File: config.mk
export PLATFORM = sky130hd
export DESIGN_NAME = serial_adder
export DESIGN_NICKNAME = d
export VERILOG_FILES = /design/src/rtl/serial_adder.sv
export SDC_FILE = /design/constraint.sdc
export NUM_CORES = 1
export LEC_CHECK = 0
export ABC_CLOCK_PERIOD_IN_PS = 2750
export CORE_MARGIN = 1
export CORE_UTILIZATION = 45
export CTS_CLUSTER_SIZE = 30
export DETAILED_ROUTE_END_ITERATION = 12
export HOLD_SLACK_MARGIN = 0.08
export PLACE_DENSITY_LB_ADDON = 0.05
export SETUP_SLACK_MARGIN = 0.05
export SLEW_MARGIN = 5
export SYNTH_ARGS = -nofsm -noshare
export SYNTH_HDL_FRONTEND = slang
export SYNTH_SLANG_ARGS = --single-unit
File: constraint.sdc
create_clock -name clk -period 2.75 [get_ports clk]
set_input_delay 0.55 -clock clk [delete_from_list [all_inputs] [get_ports clk]]
set_output_delay 0.55 -clock clk [all_outputs]
set_load 0.01 [all_outputs]
File: src/rtl/serial_adder.sv
// Bit-serial adder: LSB-first, one bit per clock, result published at once.
// Ports: clk, rst, start, a, b, cin in; ready, busy, done, sum, cout out.
module serial_adder #(
  parameter int WIDTH = 8
) (
  input  logic             clk,
  input  logic             rst,
  input  logic             start,
  input  logic [WIDTH-1:0] a,
  input  logic [WIDTH-1:0] b,
  input  logic             cin,
  output logic             ready,
  output logic             busy,
  output logic             done,
  output logic [WIDTH-1:0] sum,
  output logic             cout
);

  localparam int CW = (WIDTH > 1) ? $clog2(WIDTH) : 1;
  localparam logic [CW-1:0] LAST = CW'(WIDTH - 1);

  typedef enum logic [1:0] {
    IDLE,
    SHIFT,
    DONE
  } state_t;

  state_t           state;
  logic [WIDTH-1:0] opa;
  logic [WIDTH-1:0] opb;
  logic [WIDTH-1:0] acc;
  logic             carry;
  logic [CW-1:0]    cnt;

  logic             s_bit;
  logic             c_next;
  logic [WIDTH-1:0] acc_next;

  always_comb begin
    s_bit    = opa[0] ^ opb[0] ^ carry;
    c_next   = (opa[0] & opb[0]) | (carry & (opa[0] ^ opb[0]));
    // New bit enters at the top; after WIDTH shifts bit 0 sits at the LSB.
    acc_next = {s_bit, acc[WIDTH-1:1]};
  end

  always_ff @(posedge clk) begin
    if (rst) begin
      state <= IDLE;
      ready <= 1'b1;
      busy  <= 1'b0;
      done  <= 1'b0;
      sum   <= '0;
      cout  <= 1'b0;
      opa   <= '0;
      opb   <= '0;
      acc   <= '0;
      carry <= 1'b0;
      cnt   <= '0;
    end else if (start && ready) begin
      // ready is high exactly in IDLE and DONE, so this covers both
      // a fresh start and a back-to-back start out of DONE.
      state <= SHIFT;
      ready <= 1'b0;
      busy  <= 1'b1;
      done  <= 1'b0;
      opa   <= a;
      opb   <= b;
      carry <= cin;
      acc   <= '0;
      cnt   <= '0;
    end else begin
      unique case (state)
        IDLE: begin
          done <= 1'b0;
        end
        SHIFT: begin
          opa   <= opa >> 1;
          opb   <= opb >> 1;
          acc   <= acc_next;
          carry <= c_next;
          if (cnt == LAST) begin
            // Only the finished word ever reaches sum.
            sum   <= acc_next;
            cout  <= c_next;
            state <= DONE;
            ready <= 1'b1;
            busy  <= 1'b0;
            done  <= 1'b1;
          end else begin
            cnt <= cnt + CW'(1);
          end
        end
        DONE: begin
          state <= IDLE;
          done  <= 1'b0;
        end
        default: begin
          state <= IDLE;
          ready <= 1'b1;
          busy  <= 1'b0;
          done  <= 1'b0;
        end
      endcase
    end
  end

endmodule

==> out/metrics.csv <==
stage,metric,value,unit
synth,number of flops mapped to enable cells by yosys,0,
synth,"Seq/Total Area, Yosys",0.479,
setup_path,Crit Path Category,reg2out,
cells_and_area,area of all placed cells without fillers,0.00212,sq mm
synth,mean cell area of the mapped netlist,8.75,sq um
global_route,maximum number of pins on one net before global-route repair,25,
routing,highest metal layer with signal wires,met4,
synth,XOR/XNOR Fraction of Synth Area,0.00511,
sta,number of hold-slack violations in the final timing report,0,
clock_network,root buf cell,sky130_fd_sc_hd__clkbuf_8,
pwr,total leakage power,0.726,nW
placement,final estimated routing congestion in global placement,0.728,
synth,Synth top area share,0.479,
cells_and_area,Ant. Diodes,0,
synth,"area fraction in and, or, nand and nor cells after synthesis",0.258,
routing,M1 wire length,1620,um
cells_and_area,utilization of the core after routing,0.579,
synth,"flops & latches, synth",41,
pwr,cell internal pwr,869,uW
routing,post-DR vias/cell,5.14,
sta,"Min Clock Period, post-route",1830,ps
clock_network,latest clock arrival within the worst-skew pair,290,ps
global_route,global-route usage over all layers,0.185,
pwr,total power,1.15,mW
clock_network,cells resized by post-CTS repair,0,
cells_and_area,Final Net Count,248,
floorplanning,placeable core area,0.00366,sq mm
cells_and_area,total area of multi-input combinational cells,810,sq um
setup_path,WP data arrival,1280,ps
routing,Pre-Repair DR Iteration Count,4,
synth,cell types with the largest area share after synthesis,"sky130_fd_sc_hd__dfxtp_1 (48%), sky130_fd_sc_hd__nand2_1 (10%), sky130_fd_sc_hd__nand2b_1 (8.0%)",
routing,detailed-route wire length per cell,12.5,um
synth,asr flop ratio synth,0,
sta,Worst Clk Skew,2.96,ps
synth,number of distinct library cells after synthesis,21,
routing,count of nets left with antenna violations after detail routing,0,
sta,accumulated negative setup slack,0,ps
synth,dominant combinational cell family by area after synthesis,simple AND/OR/NAND/NOR gates,
floorplanning,full die area,0.00406,sq mm
placement,placed cell count,266,
placement,quantity of I/O buffers inserted on ports,31,
setup_path,buffering stage count on the worst path with inverters included,1,
synth,number of nets in the synthesized netlist,219,
pwr,total net switching power,283,uW
pwr,fraction of power consumed by sequential logic,0.554,
synth,Post-Synth Adder-Cell Area,0.0263,
setup_path,CP endpoint kind,output port,
floorplanning,std cell rows,22,
synth,post-synthesis mux area share,0.0526,
global_route,wire length of the first global-routing pass,5860,um
synth,cell type with the highest aggregate area in the netlist,sky130_fd_sc_hd__dfxtp_1,
clock_network,CTS Sinks,41,
floorplanning,total I/O pin count,32,
routing,Via Count,1407,
cells_and_area,synthesis-to-finish area growth,23.6,%
pwr,clock share of power,0.326,
cells_and_area,register area,821,sq um
cells_and_area,Filler Cell Count,365,
hold_path,type of the tightest min-delay check,reg2reg,
setup_path,ordered list of cells on the worst path,clkdlybuf4s50_1,
synth,synthesized instance count,196,
pwr,worst IR drop on VDD,228,uV
global_route,antenna violations before repair,0,
clock_network,CTS Buf Count,5,
floorplanning,initial core utilization,0.468,
global_route,number of global-route vias before repair,1349,
clock_network,deepest level of the CTS H-tree,2,
setup_path,worst-path fanout max,6,
cells_and_area,layout cells sized above 1,0.0575,
synth,count of warnings emitted by yosys,0,
setup_path,launching element type of the critical path,flip-flop,
synth,Compound-Gate Fraction of Synth Area,0.131,
clock_network,clock tree from TritonCTS,done,
routing,met2 wire len,1600,um
pwr,combinational share of power,0.120,
pwr,power density over the cells,544,mW/mm^2
synth,post-synthesis instance area,0.00171,sq mm
sta,final slew viol count,0,
sta,setup repair after global routing missed its margin,no,
cells_and_area,post-route insts no fill,274,
setup_path,dominant delay contributor by cell family on the critical path,buffers and inverters,
routing,DRT Wirelength,3440,um
clock_network,Post-CTS Hold Buffers,0,
setup_path,largest incremental delay on the critical path,570,ps
placement,dpl hpwl,2300,um
floorplanning,die extent in y,63.7,um
routing,DRC Markers,0,
setup_path,worst-path cell with the longest stage delay,sky130_fd_sc_hd__clkdlybuf4s50_1,
pwr,switch share,0.246,
sta,tightest slew margin relative to the limit,0.544,
placement,cell area reported after detailed placement,0.00204,sq mm
global_route,overflow left after global routing,0,
clock_network,post-CTS setup buffers,0,
status,status,"finished, final reports clean",
setup_path,required time reported for the critical path endpoint,2200,ps
sta,share of the clock period used by the worst path after layout,0.667,
clock_network,maximum buffer depth of the clock tree,2,
sta,Max Clk Rate,545,MHz
routing,Iter 0 DRT Violations,83,
routing,Met3 Wirelength,173,um
sta,transition time at the pin with the least slew margin,685,ps
floorplanning,die boundary width,63.7,um
sta,Final setup viols,0,
job,number of maximum-capacitance violations,0,
synth,flip-flop cell with the highest count after synthesis,sky130_fd_sc_hd__dfxtp_1,
clock_network,clock-pin slew on the worst setup and hold paths,70,ps
## power by group through the flow
stage,Sequential (mW),Combinational [mW],Clock (mW)
global placement,0.651,0.135,0
global route,0.642,0.155,0.417
CTS,0.638,0.140,0.391
floorplan,0.649,0.0895,0
detailed placement,0.652,0.139,0
finish,0.638,0.139,0.375
## metrics by stage
stage               worst slack [ps]  hold WS (ps)
detailed placement               746           460
CTS                              913           471
global placement                 811           451
global route                     865           490
floorplan                       1460           437
finish                           915           470
## layout by cell type, fill, tap and decap left out, drive strengths merged
| cell type | netlist | routed |
|---|---|---|
| a21oi | 13 | 13 |
| a311oi | 15 | 15 |
| and2b | 1 | 1 |
| and3 | 1 | 1 |
| buf | 9 | 5 |
| clkbuf | 5 | 8 |
| clkdlybuf4s50 | 0 | 31 |
| dfxtp | 41 | 41 |
| fa | 1 | 1 |
| ha | 2 | 2 |
| mux2i | 9 | 9 |
| nand2 | 47 | 47 |
| nand2b | 22 | 22 |
| nand3 | 4 | 4 |
| nor2 | 18 | 18 |
| nor2b | 1 | 1 |
| nor3b | 1 | 1 |
| o21a | 1 | 1 |
| o21ai | 4 | 4 |
| xnor2 | 1 | 1 |
## registers in the layout, summed over array words and instances (netlist names), 2 cells and up
| register | count |
|---|---|
| opa | 8 |
| state | 2 |
| cnt | 3 |
| opb | 8 |
| acc | 7 |
| sum | 8 |
## worst min-delay path, delay by kind of cell, from the launching register on
| kind | cells | cell delay [ps] |
|---|---|---|
| AND/OR/NAND/NOR | 1 | 50 |
| AO/OA/AOI/OAI | 1 | 50 |
| flip-flops | 1 | 320 |
## cells by family after synthesis
logic type      after synthesis
compound gates               33
xor+xnor                      1
fa+ha+maj                     3
buf+inv                      14
flops                        41
mux                           9
simple gates                 95
## cell type report
class | instances | share of cell area
flip-flops and latches | 41 | 0.387
multi-input cells | 141 | 0.382
repair buffers | 36 | 0.164
clock buffers | 8 | 0.0378
well taps | 48 | 0.0284
## per-layer routing
layer | GRT usage | vias up
li1 | - | 714
met1 | 0.230 | 652
met2 | 0.303 | 36
met3 | 0.0543 | 5
met4 | 0.0597 | 0
met5 | 0 | -
## cells in the mapped netlist (all sizes together), types with 2 or more instances
cell / n
nand2b: 22
a311oi: 15
o21ai: 4
buf: 9
nor2: 18
mux2i: 9
nand2: 47
clkbuf: 5
ha: 2
a21oi: 13
dfxtp: 41
nand3: 4
## final timing paths
check | slack [ps] | start | end | cells after the start
max | 920 | ready | ready | 1
min reg2reg | 470 | acc[1] | acc[1] | 2
max reg2reg | 1100 | state[1] | opb[0] | 4
min | 470 | acc[1] | acc[1] | 2
No activity file was read; power rests on OpenSTA's default activity.
